[config.mk]
export PLATFORM = sky130hd
export DESIGN_NAME = rename_register_file
export DESIGN_NICKNAME = d
export VERILOG_FILES = /design/src/rtl/rename_register_file.sv
export SDC_FILE = /design/constraint.sdc
export NUM_CORES = 2
export LEC_CHECK = 0
export CELL_PAD_IN_SITES_DETAIL_PLACEMENT = 1
export CELL_PAD_IN_SITES_GLOBAL_PLACEMENT = 1
export CORE_UTILIZATION = 44
export CTS_CLUSTER_DIAMETER = 100
export CTS_CLUSTER_SIZE = 10
export DETAILED_ROUTE_END_ITERATION = 10
export HOLD_SLACK_MARGIN = 0.05
export PLACE_DENSITY = 0.73
export SLEW_MARGIN = 20
export SYNTH_ARGS = -nofsm -noshare
export SYNTH_HDL_FRONTEND = slang
export SYNTH_SLANG_ARGS = --single-unit
[constraint.sdc]
create_clock -name clockIn -period 3.8 [get_ports clockIn]
set_input_delay 0.57 -clock clockIn [delete_from_list [all_inputs] [get_ports clockIn]]
set_output_delay 0.57 -clock clockIn [all_outputs]
set_load 0.05 [all_outputs]
[src/rtl/rename_register_file.sv]
// Architectural register file with per-register ROB rename tags,
// a same-cycle commit bypass and branch checkpoints of the rename state.
//
// Ports:
//   clockIn, resetIn          clock; synchronous active-high reset
//   clearIn                   pipeline flush, drops all busy bits
//   readyIn, readAddr         latch per-port source register index
//   rfUpdate*                 rename request (dest, producing ROB id)
//   regUpdate*                ROB commit (dest, value, ROB id)
//   robDep/robReady/robValue  per-port tag lookup into the ROB
//   rsDirty/rsDependency/rsValue  per-port operand result
//   ckptSave*/ckptRestore*    snapshot / restore of busy+tag state
module rename_register_file #(
    parameter int ROB_WIDTH  = 4,
    parameter int READ_PORTS = 2,
    parameter int CKPT_WIDTH = 2
) (
    input  logic                             clockIn,
    input  logic                             resetIn,
    input  logic                             clearIn,
    input  logic                             readyIn,
    input  logic [5*READ_PORTS-1:0]          readAddr,
    input  logic                             rfUpdateValid,
    input  logic [4:0]                       rfUpdateDest,
    input  logic [ROB_WIDTH-1:0]             rfUpdateRobId,
    input  logic                             regUpdateValid,
    input  logic [4:0]                       regUpdateDest,
    input  logic [31:0]                      regUpdateValue,
    input  logic [ROB_WIDTH-1:0]             regUpdateRobId,
    output logic [ROB_WIDTH*READ_PORTS-1:0]  robDep,
    input  logic [READ_PORTS-1:0]            robReady,
    input  logic [32*READ_PORTS-1:0]         robValue,
    output logic [READ_PORTS-1:0]            rsDirty,
    output logic [ROB_WIDTH*READ_PORTS-1:0]  rsDependency,
    output logic [32*READ_PORTS-1:0]         rsValue,
    input  logic                             ckptSaveValid,
    input  logic [CKPT_WIDTH-1:0]            ckptSaveId,
    input  logic                             ckptRestoreValid,
    input  logic [CKPT_WIDTH-1:0]            ckptRestoreId
);

    localparam int NSLOT = 1 << CKPT_WIDTH;

    typedef logic [ROB_WIDTH-1:0] tag_t;

    logic [31:0][31:0]             val_q, val_d;
    logic [31:0]                   busy_q, busy_d;
    tag_t [31:0]                   tag_q, tag_d;
    logic [NSLOT-1:0][31:0]        ckb_q, ckb_d;
    tag_t [NSLOT-1:0][31:0]        ckt_q, ckt_d;
    logic [READ_PORTS-1:0][4:0]    ra_q, ra_d;

    logic commit_en;
    logic rename_en;

    assign commit_en = regUpdateValid && (regUpdateDest != 5'd0);
    assign rename_en = rfUpdateValid && (rfUpdateDest != 5'd0);

    always_comb begin
        val_d  = val_q;
        busy_d = busy_q;
        tag_d  = tag_q;
        ckb_d  = ckb_q;
        ckt_d  = ckt_q;
        ra_d   = ra_q;

        if (readyIn) begin
            for (int p = 0; p < READ_PORTS; p++) begin
                ra_d[p] = readAddr[5*p +: 5];
            end
        end

        // Commit writes the value unconditionally; busy is only released
        // when the committing entry is still the register's producer.
        if (commit_en) begin
            val_d[regUpdateDest] = regUpdateValue;
            if (tag_q[regUpdateDest] == regUpdateRobId) begin
                busy_d[regUpdateDest] = 1'b0;
            end
            for (int s = 0; s < NSLOT; s++) begin
                if (ckt_q[s][regUpdateDest] == regUpdateRobId) begin
                    ckb_d[s][regUpdateDest] = 1'b0;
                end
            end
        end

        // Applied after the commit release so rename wins on the same reg.
        if (rename_en) begin
            busy_d[rfUpdateDest] = 1'b1;
            tag_d[rfUpdateDest]  = rfUpdateRobId;
        end

        if (clearIn) begin
            busy_d = '0;
            tag_d  = tag_q;
            ckb_d  = '0;
        end else if (ckptRestoreValid) begin
            busy_d = ckb_d[ckptRestoreId];
            tag_d  = ckt_q[ckptRestoreId];
        end

        // Snapshot takes the fully resolved live next-state.
        if (ckptSaveValid) begin
            ckb_d[ckptSaveId] = busy_d;
            ckt_d[ckptSaveId] = tag_d;
        end
    end

    always_ff @(posedge clockIn) begin
        if (resetIn) begin
            val_q  <= '0;
            busy_q <= '0;
            tag_q  <= '0;
            ckb_q  <= '0;
            ckt_q  <= '0;
            ra_q   <= '0;
        end else begin
            val_q  <= val_d;
            busy_q <= busy_d;
            tag_q  <= tag_d;
            ckb_q  <= ckb_d;
            ckt_q  <= ckt_d;
            ra_q   <= ra_d;
        end
    end

    always_comb begin
        logic [4:0] r;
        tag_t       t;
        r            = '0;
        t            = '0;
        robDep       = '0;
        rsDependency = '0;
        rsDirty      = '0;
        rsValue      = '0;
        for (int p = 0; p < READ_PORTS; p++) begin
            r = ra_q[p];
            t = tag_q[r];
            robDep[ROB_WIDTH*p +: ROB_WIDTH]       = t;
            rsDependency[ROB_WIDTH*p +: ROB_WIDTH] = t;
            if (r == 5'd0) begin
                rsValue[32*p +: 32] = '0;
            end else if (busy_q[r] && regUpdateValid &&
                         regUpdateDest == r &&
                         regUpdateRobId == t) begin
                rsValue[32*p +: 32] = regUpdateValue;
            end else if (busy_q[r] && robReady[p]) begin
                rsValue[32*p +: 32] = robValue[32*p +: 32];
            end else if (busy_q[r]) begin
                rsDirty[p]          = 1'b1;
                rsValue[32*p +: 32] = val_q[r];
            end else begin
                rsValue[32*p +: 32] = val_q[r];
            end
        end
    end

endmodule

==> results.toml <==
[global_route]
grt_pass1_vias = 94833
groute.layer.met1.usage_pct = 49.4
top_usage_layer = "met2"
globalRouteOverflowTotal = 0
grt_antenna_before_repair = 24
globalRouteMet3Util_pct = 11.9
grt.total_usage_pct = 42.2
first_pass_grt_wire_length_mm = 669
global_routing_usage_on_met2_pct = 64.4
grt_start_max_net_pins = 199

[clock_tree]
tritoncts.num_buffers = 201
worst_skew_pair.late_latency_ns = 0.89
clock_pin_slew_on_the_worst_setup_and_hold_paths_ns = 0.06
cts.htree.levels = 4
tritoncts = "done"
cts.root.buffer_cell = "clkbuf_16"
total_number_of_clock_tree_sinks = 1834
clockBufferDepth = 3

[route]
vias_per_cell = 6.84
detail-route-antenna-nets = 0
detail_route.first_pass.iterations = 9
drt-initial-drc-count = 12410
drc = 0
vias = 92431
routed_wirelength_normalized_by_instance_count_um = 34.5
wirelength_mm = 467

[logic_synthesis]
synth.ff_latch_count = 1834
ys.flop_type = "dfxtp_1"
ys_seq_area_share_pct = 38.7
mappedNetlistArea_um2 = 94900
synth_enable_flop_cells = 0
synth_area_per_cell_um2 = 9.13
post_synthesis_cells = 10397
yosysUniqueCellTypes = 61
mappedNetlistNets = 10535
synth_async_sr_flop_share_pct = 0
synth.yosys.warnings = 0

[pwr]
clockPowerShare_pct = 41.6
sequential_share_of_power_pct = 46.3
combPwrFrac_pct = 12.1
power.share.switching_pct = 27.9
vdd.ir_drop.worst_mv = 0.523
leakage_nw = 36.7
cell_internal_pwr_mw = 30.8
power.net_switching_mw = 11.9
powerDensity_nw_per_um2 = 378

[die]
design.core.area_um2 = 214000
placementRows = 170
ioPinCount = 220
fp.dieH_um = 466
area_of_the_die_um2 = 218000
floorplan.initialDensity_pct = 44.3
die_w_um = 466

[timing]
max_freq_mhz = 188
worstMarginPinSlew_ns = 1.25
min_period_over_period_pct = 140
final-setup-viol-count = 94
clock-skew-final_ns = 0.0286
fin_ws_ns = -1.53
report.final.slew_viol_count = 0
timing.slew.headroom_pct = 16.9
report.final.hold_viol_count = 0
grt_setup_unrepaired = "true"
final_period_minus_worst_setup_slack_ns = 5.33

[hold_path]
hold-path-endpoint = "tag_q[44]"
hold_path_startpoint = "resetIn"
hold_path_class = "in2reg"
hold_path_depth = 2

[setup_path]
cp_dominant_cell_by_count = "buf_12"
r2r-end = "ckb_q[118]"
r2r_cells = 12
reg2reg_slack_ns = -0.03
worstPathRequired_ns = 3.23
timing.critical_path.slowest_cell_delay_ns = 0.61
cp_data_arrival_time_ns = 4.76
path_buf_inv = 5
cp-startpoint = "ra_q[5]"
setup.worst_path.start_class = "flop"
cp_slowest_cell = "mux4_2"
timing.critical_path.fanout_max = 9
critPathCaptureType = "output pin"
regToRegStartpoint = "ckt_q[234]"
crit_path_class = "reg2out"
crit_path_cell_trace = "buf_12 -> buf_12 -> mux4_2 -> mux4_2 -> mux2_4 -> xor2_2 -> nor2_2 -> and3b_1 -> nor3b_4 -> buf_12 -> bufbuf_16 -> nand2_1 -> a21oi_4 -> buf_12"
critical-path-top-delay-family = "multiplexers"

[placed_design]
detailedPlace.worstSlack_ns = -1.17
routabilityCongestion = 1.14
post-dp-hpwl_mm = 298
port-buffer-count = 219
placed_cells_incl_taps = 13256

[layout]
final_layout_size_suffix_gt1_share_pct = 22.3
layoutNonFillerInstCount = 13523
num-nets-final = 10784
syn2layout_area_growth_pct = 18.9

[run]
max-cap-violations = 0

[outcome]
outcome = "complete, but fails checks"
violations = "setup timing"
-- registers in the layout, summed over array words and instances, names as in the netlist --
signal	flops
busy_q	32
ckb_q	128
ckt_q	512
ra_q	10
tag_q	128
val_q	1024
-- repair_timing --
item	in CTS	in global routing
pin swaps	15	8
setup endpoints to repair	202	235
resized for setup	84	48
cloned	9	0
hold buffers	0	0
buffers inserted	11	5
-- cell usage after synthesis, types with 64 or more instances --
library cell	number	share of area, %
buf_1	113	0.45
a211o_1	64	0.59
a31oi_1	70	0.46
clkbuf_1	798	3.2
o21ai_0	112	0.59
nor2b_1	140	0.92
inv_1	72	0.28
nand2_1	2891	11
mux2i_1	399	4.2
nor2_1	455	1.8
dfxtp_1	1834	39
a21oi_1	1349	7.1
buf_2	119	0.63
a211oi_1	228	1.8
o22ai_1	165	1.1
a32o_1	106	1.1
a22oi_1	68	0.54
mux4_2	869	21
-- power groups by stage --
stage,sequential (mW),combinational (mW),clock [mW]
6_report,19.7,5.17,17.7
2_1_floorplan,20.0,2.78,0
3_3_place_gp,20.1,4.82,0
4_1_cts,19.7,4.97,17.8
3_5_place_dp,20.2,4.91,0
5_1_grt,19.8,5.25,18.5
-- layout by cell type (no fill, tap or decap), types with 70 or more instances in the layout --
cell / n
clkbuf_16: 202
mux4_2: 869
inv_1: 71
dfxtp_1: 1824
nand2_1: 2836
o21ai_0: 108
clkdlybuf4s50_1: 130
buf_4: 769
a32o_1: 106
mux2i_1: 372
a31oi_1: 70
nor2_1: 418
a21oi_1: 1285
buf_12: 206
a211oi_1: 228
o22ai_1: 165
nor2b_1: 139
-- through the flow --
stage / util [%] / setup TNS (ns) / cell area, um^2 / hold WS [ns] / power, mW
6_report: 52.6 / -96.73 / 113000 / 0.230 / 42.7
5_1_grt: 52.6 / -100.95 / 113000 / 0.243 / 43.5
4_1_cts: 52.5 / -90.38 / 113000 / 0.222 / 42.5
3_5_place_dp: 49.7 / -191.48 / 106000 / 0.460 / 25.1
3_3_place_gp: 49.6 / -181.09 / 106000 / 0.448 / 24.9
2_1_floorplan: - / -0.633 / 95900 / 0.443 / 22.8
-- cells by family (layout without fill, tap and decap cells) --
group | count (synthesis) | in the layout | synth area share, %
flip-flops | 1834 | 1834 | 38.7
other | 0 | 17 | 0
AND/OR/NAND/NOR | 3690 | 3690 | 15.6
AO/OA/AOI/OAI | 2402 | 2402 | 15.5
multiplexers | 1278 | 1278 | 24.9
buffers and inverters | 1177 | 1448 | 5.17
XOR/XNOR | 16 | 16 | 0.148
-- metal layers --
layer / routed length [um] / part of all wire [%]
met2: 206000 / 44
met1: 163000 / 35
met4: 45700 / 9.8
met3: 51700 / 11
met5: 201 / 0.043
-- worst max path at each step --
stage	slack [ns]	endpoint	cells past startpoint
floorplan	-0.06	rsValue[55]	12
global placement	-1.09	ckb_q[52]	16
detailed placement	-1.17	ckb_q[21]	16
CTS	-1.41	rsValue[49]	14
finish	-1.53	rsValue[56]	14
global route	-1.59	rsValue[47]	14
-- layout make-up --
cell class	instances	area, um^2
Clock buffer	211	5110
Antenna cell	17	42.5
Sequential cell	1834	36800
Multi-Input combinational cell	7386	54800
Inverter	72	270
Tap cell	2838	3550
Clock inverter	14	294
Fill cell	23788	102000
Timing Repair Buffer	1151	12000
-- worst reg2reg max path, stage by stage (launching register included) --
cell	delay [ns]
dfxtp_1	0.33
mux2i_1	0.62
o22ai_1	0.16
or4_1	0.63
or3_1	0.41
a22oi_2	0.30
buf_12	0.20
nand2_1	0.10
buf_12	0.17
o211ai_1	0.23
a311oi_2	0.15
buf_4	0.19
a32o_1	0.22
Note: power is estimated with default switching activity, not from simulation.
